--- src/rtl/vga_frame_reader.sv ---
// vga_frame_reader: display-side pixel fetch stage behind the 640x480@60Hz
// timing generator. Generates 2x-upscaled read addresses into a double-banked
// RGB565 frame buffer, re-aligns sync/DE with the RAM read latency, expands
// pixels to 8 bits per channel and shows colour bars until a first frame exists.
//
// Ports:
//   clk, reset_n          pixel clock, async active-low reset
//   h_count, v_count      scan position from the timing generator
//   hsync_in, vsync_in    negative-polarity syncs from the timing generator
//   video_on_in           visible-area flag
//   frame_ready           write path has a complete frame in the hidden bank
//   frame_ack             one-cycle pulse: bank swap taken
//   rd_bank               bank being displayed
//   rd_en, rd_addr        frame-buffer read request
//   rd_data               RGB565 read data, RD_LAT cycles after the request
//   vga_r/g/b             8-bit colour
//   vga_hs, vga_vs        delayed syncs (negative polarity)
//   vga_de                delayed data enable
module vga_frame_reader #(
  parameter int unsigned SRC_W  = 320,
  parameter int unsigned SRC_H  = 240,
  parameter int unsigned ADDR_W = 17,
  parameter int unsigned RD_LAT = 1
) (
  input  logic              clk,
  input  logic              reset_n,
  input  logic [9:0]        h_count,
  input  logic [9:0]        v_count,
  input  logic              hsync_in,
  input  logic              vsync_in,
  input  logic              video_on_in,
  input  logic              frame_ready,
  output logic              frame_ack,
  output logic              rd_bank,
  output logic              rd_en,
  output logic [ADDR_W-1:0] rd_addr,
  input  logic [15:0]       rd_data,
  output logic [7:0]        vga_r,
  output logic [7:0]        vga_g,
  output logic [7:0]        vga_b,
  output logic              vga_hs,
  output logic              vga_vs,
  output logic              vga_de
);

  // Stages between the input sample and the output register (address reg + RAM).
  localparam int unsigned PIPE  = RD_LAT + 1;
  localparam int unsigned H_VIS = 2 * SRC_W;
  localparam int unsigned V_VIS = 2 * SRC_H;
  localparam int unsigned BAR_W = H_VIS / 8;

  logic [ADDR_W-1:0] line_base;
  logic              shown_valid;
  logic [PIPE-1:0]   hs_pipe;
  logic [PIPE-1:0]   vs_pipe;
  logic [PIPE-1:0]   de_pipe;
  logic [2:0]        bar_pipe [PIPE];

  logic       swap_evt_c;
  logic       line_adv_c;
  logic [2:0] bar_c;
  logic [7:0] r_c;
  logic [7:0] g_c;
  logic [7:0] b_c;

  // Start of vertical blanking is the only point where the bank may change.
  assign swap_evt_c = (h_count == 10'd0) && (v_count == 10'(V_VIS));
  // Advance one source line after every second visible output line.
  assign line_adv_c = (h_count == 10'(H_VIS - 1)) && (v_count < 10'(V_VIS)) && v_count[0];

  // Colour-bar index by threshold comparison, avoids a divider.
  always_comb begin
    bar_c = 3'd0;
    for (int i = 1; i < 8; i++) begin
      if (h_count >= 10'(BAR_W * i)) bar_c = 3'(i);
    end
  end

  // Output colour: image expansion, test pattern, or black in blanking.
  always_comb begin
    r_c = 8'h00;
    g_c = 8'h00;
    b_c = 8'h00;
    if (de_pipe[PIPE-1]) begin
      if (shown_valid) begin
        r_c = {rd_data[15:11], rd_data[15:13]};
        g_c = {rd_data[10:5],  rd_data[10:9]};
        b_c = {rd_data[4:0],   rd_data[4:2]};
      end else begin
        r_c = {8{bar_pipe[PIPE-1][2]}};
        g_c = {8{bar_pipe[PIPE-1][1]}};
        b_c = {8{bar_pipe[PIPE-1][0]}};
      end
    end
  end

  // Address generation, bank handshake and alignment pipeline.
  always_ff @(posedge clk or negedge reset_n) begin
    if (!reset_n) begin
      rd_addr     <= '0;
      rd_en       <= 1'b0;
      rd_bank     <= 1'b0;
      frame_ack   <= 1'b0;
      line_base   <= '0;
      shown_valid <= 1'b0;
      hs_pipe     <= '1;
      vs_pipe     <= '1;
      de_pipe     <= '0;
      for (int i = 0; i < int'(PIPE); i++) bar_pipe[i] <= 3'd0;
      vga_r       <= 8'h00;
      vga_g       <= 8'h00;
      vga_b       <= 8'h00;
      vga_hs      <= 1'b1;
      vga_vs      <= 1'b1;
      vga_de      <= 1'b0;
    end else begin
      rd_en <= video_on_in;
      if (video_on_in) rd_addr <= line_base + ADDR_W'(h_count[9:1]);

      if (swap_evt_c)      line_base <= '0;
      else if (line_adv_c) line_base <= line_base + ADDR_W'(SRC_W);

      frame_ack <= swap_evt_c && frame_ready;
      if (swap_evt_c && frame_ready) begin
        rd_bank     <= ~rd_bank;
        shown_valid <= 1'b1;
      end

      hs_pipe     <= {hs_pipe[PIPE-2:0], hsync_in};
      vs_pipe     <= {vs_pipe[PIPE-2:0], vsync_in};
      de_pipe     <= {de_pipe[PIPE-2:0], video_on_in};
      bar_pipe[0] <= bar_c;
      for (int i = 1; i < int'(PIPE); i++) bar_pipe[i] <= bar_pipe[i-1];

      vga_hs <= hs_pipe[PIPE-1];
      vga_vs <= vs_pipe[PIPE-1];
      vga_de <= de_pipe[PIPE-1];
      vga_r  <= r_c;
      vga_g  <= g_c;
      vga_b  <= b_c;
    end
  end

endmodule

--- config.mk ---
export PLATFORM = sky130hd
export DESIGN_NAME = vga_frame_reader
export DESIGN_NICKNAME = d
export VERILOG_FILES = /design/src/rtl/vga_frame_reader.sv
export SDC_FILE = /design/constraint.sdc
export NUM_CORES = 1
export LEC_CHECK = 0
export CAP_MARGIN = 0
export CORE_ASPECT_RATIO = 2
export CORE_MARGIN = 4
export CORE_UTILIZATION = 58
export CTS_CLUSTER_SIZE = 8
export DETAILED_ROUTE_END_ITERATION = 16
export DONT_BUFFER_PORTS = 1
export MAX_ROUTING_LAYER = met4
export PLACE_DENSITY = 0.81
export SETUP_SLACK_MARGIN = 0.3
export SLEW_MARGIN = 25
export SYNTH_ARGS = -nofsm -noshare
export SYNTH_HDL_FRONTEND = slang
export SYNTH_SLANG_ARGS = --single-unit
--- constraint.sdc ---
create_clock -name clk -period 4.8 [get_ports clk]
set_input_delay 0.96 -clock clk [delete_from_list [all_inputs] [get_ports clk]]
set_output_delay 0.96 -clock clk [all_outputs]
set_load 0.03 [all_outputs]
==> results.yml <==
pwr:
  powerDensity_mw_per_mm2: 429.1
  peakVddDrop_mv: 0.3398
  cellLeakagePower_nw: 1.282
clocking:
  cts_resized: 0
  cts.reportedPaths.clkPinSlew_ps: 70
  hold_buffers: 0
  cts_tree: "yes"
  cts_setup_buffers: 0
  cts.sink_count: 62
  clk-insertion-delay-late_ps: 340
  cts-buffers-inserted: 9
  cts_root_buf: "clkbuf_8"
  htreeDepth: 3
  clk_path_buf_depth: 2
synthesis:
  netlist.area_leader.share_pct: 51.35
  synth.area.top_cells: "dfrtp_1 51%, dfstp_2 5.8%, a21boi_0 4.4%"
  postSynthAreaPerCell_um2: 11.37
  synth_cells: 240
  ys_seq_elements: 62
  yosysWarnings: 0
  synth_top_cell_by_area: "dfrtp_1"
  synth-async-reset-ratio_pct: 100.0
  yosysSeqAreaShare_pct: 57.13
  ys.flop_type: "dfrtp_1"
  yosysMostFrequentCell: "dfrtp_1"
  synth_cell_types: 40
  synth-edff-count: 0
  synth_nets: 286
  synth_common_cells: "56 x dfrtp_1, 24 x nand2_1, 19 x nor2_1, 16 x a21boi_0, 11 x a21oi_1"
  synth.cell_area_mm2: 0.002729
floorplanning:
  fp-row-count: 35
  dieArea_mm2: 0.005933
  coreArea_mm2: 0.004598
  initial_core_util_pct: 59.35
  ios: 89
  die_h_um: 105.0
  die_w_um: 56.50
cells_and_area:
  stdcell_count: 294
  num_antenna_cells: 0
  nets: 280
  stdcell_area_mm2: 0.002960
  drive_gt1_share_pct: 16.74
  synthToLayoutAreaGrowth_pct: 8.482
place:
  port_buffers: 0
  dpl.cell_count: 278
  dpl.hpwl_um: 3666
  routabilityCongestion: 0.8195
  place_area_mm2: 0.002686
critical_path:
  end_kind: "flop"
  crit_chain: "nor2b_1 -> nand4_1 -> nor3_2 -> nor2b_1 -> mux2_2"
  crit_top_cell: "nor2b_1"
  critical_path.startpoint_type: "primary input"
  slowest_delay_ps: 700
  rr_worst_depth: 6
  required_ps: 5030
  critPathKind: "in2reg"
  cp-startpoint: "v_count[8]"
  slowest_stage: "nor3_2"
  r2r-start: "line_base[7]"
  critical_path_arrival_ps: 2550
  worstPathMaxFanout: 11
drt:
  routedWlPerCell_um: 17.28
  drc_errors: 0
  vias: 1721
  ant_nets: 0
  vias_per_cell: 5.854
  totalWireLength_um: 5080
  firstDrtPassIters: 4
  dr.first_iter.drc_count: 55
global_routing:
  track_usage_pct: 19.36
  grt_pass1_wl_um: 8562
  antenna_found_initial: 0
  grt_overflow_total: 0
  grt_max_degree: 63
  grt_pass1_vias: 1753
timing:
  fin_crit_sh_pct: 48.52
  relSlewSlack_pct: 53.76
  fmax_mhz: 429.4
  slew_violations: 0
  hold_ws_ps: 310.0
  rsz0062_at_grt: "false"
  setup-violations-final: 0
  tightest_slew_ps: 687.3
  hold_violations: 0
  period_needed_ps: 2329
  finalSetupTns_ps: 0
  finalClockSkew_ps: 4.542
hold_path:
  worstHoldPathType: "in2async"
job:
  max-cap-violations: 0
run_status:
  status: "finished clean"
## cells in the final DEF, fill, tap and decap left out, types with 2 or more instances in the layout
cell / n
a21boi_0: 16
a21o_2: 2
a21oi_1: 11
and2_1: 2
bufinv_16: 4
clkbuf_8: 9
dfrtp_1: 56
dfstp_2: 6
ha_1: 4
inv_1: 4
mux2_2: 10
nand2_1: 24
nand2b_1: 3
nand4_1: 7
nand4b_1: 2
nor2_1: 19
nor2b_1: 7
nor3_1: 3
nor4_1: 4
o21ai_0: 6
or2_2: 2
or3_1: 2
xnor2_1: 9
xor2_1: 9
## path summary, 6_finish.rpt
kind                            slack, ps            to
worst max-delay path                 2470  line_base[7]
worst min-delay path                  310        vga_de
worst max register to register       2850   rd_addr[12]
worst min register to register        350   bar_pipe[0]
max in group asynchronous            4310    vs_pipe[0]
min in group clk                      350   bar_pipe[0]
## power breakdown
part / total, mW / internal [mW] / switching (mW) / leakage (nW)
clock: 0.605 / 0.400 / 0.205 / 0.130
sequential: 0.630 / 0.553 / 0.0764 / 0.763
combinational: 0.0357 / 0.0198 / 0.0159 / 0.389
total: 1.27 / 0.973 / 0.297 / 1.28
## sequential cells by signal (all words and copies together), names as in the netlist, 2 cells and up
name and cells:
vs_pipe 2, vga_b 5, line_base 11, de_pipe 2
vga_r 5, bar_pipe 6, hs_pipe 2, rd_addr 17
vga_g 6
## critical path, delay by kind of cell
kind          cells  cell delay (ps)
simple gates      4             1300
mux               1              280
## cell families (layout without fill, tap and decap cells)
family | Yosys count | count (layout) | synth area share, %
compound gates | 41 | 41 | 9.996
flops | 62 | 62 | 57.13
simple gates | 83 | 83 | 16.14
fa+ha+maj | 4 | 4 | 1.834
buf+inv | 21 | 20 | 4.630
mux | 11 | 11 | 4.493
xor+xnor | 18 | 18 | 5.777
## area by class of cell
cell class / count / area, um2
fill: 364 / 1638
sequential: 62 / 1559
multi-input combinational: 157 / 1049
clock inverter: 7 / 145.1
clock buffer: 9 / 123.9
tap: 55 / 68.82
inverter: 4 / 15.01
## through the flow
stage / total power, mW / util [%] / setup WS (ps)
3_5_place_dp: 0.6765 / 58.42 / 1813
2_1_floorplan: 0.6752 / - / 2478
6_report: 1.270 / 64.38 / 2471
3_3_place_gp: 0.6732 / 58.42 / 1860
4_1_cts: 1.288 / 64.27 / 2176
5_1_grt: 1.321 / 64.38 / 2242
## layer usage
metal  GRT usage, %  up-vias  part of all wire, %
met2          32.70       69                   55
met3          4.203       14                  7.5
li1               -      804                    -
met5              -        -                    0
met1          19.48      834                   35
met4          12.56        0                  2.6
Power figures use the tool's default switching activity.
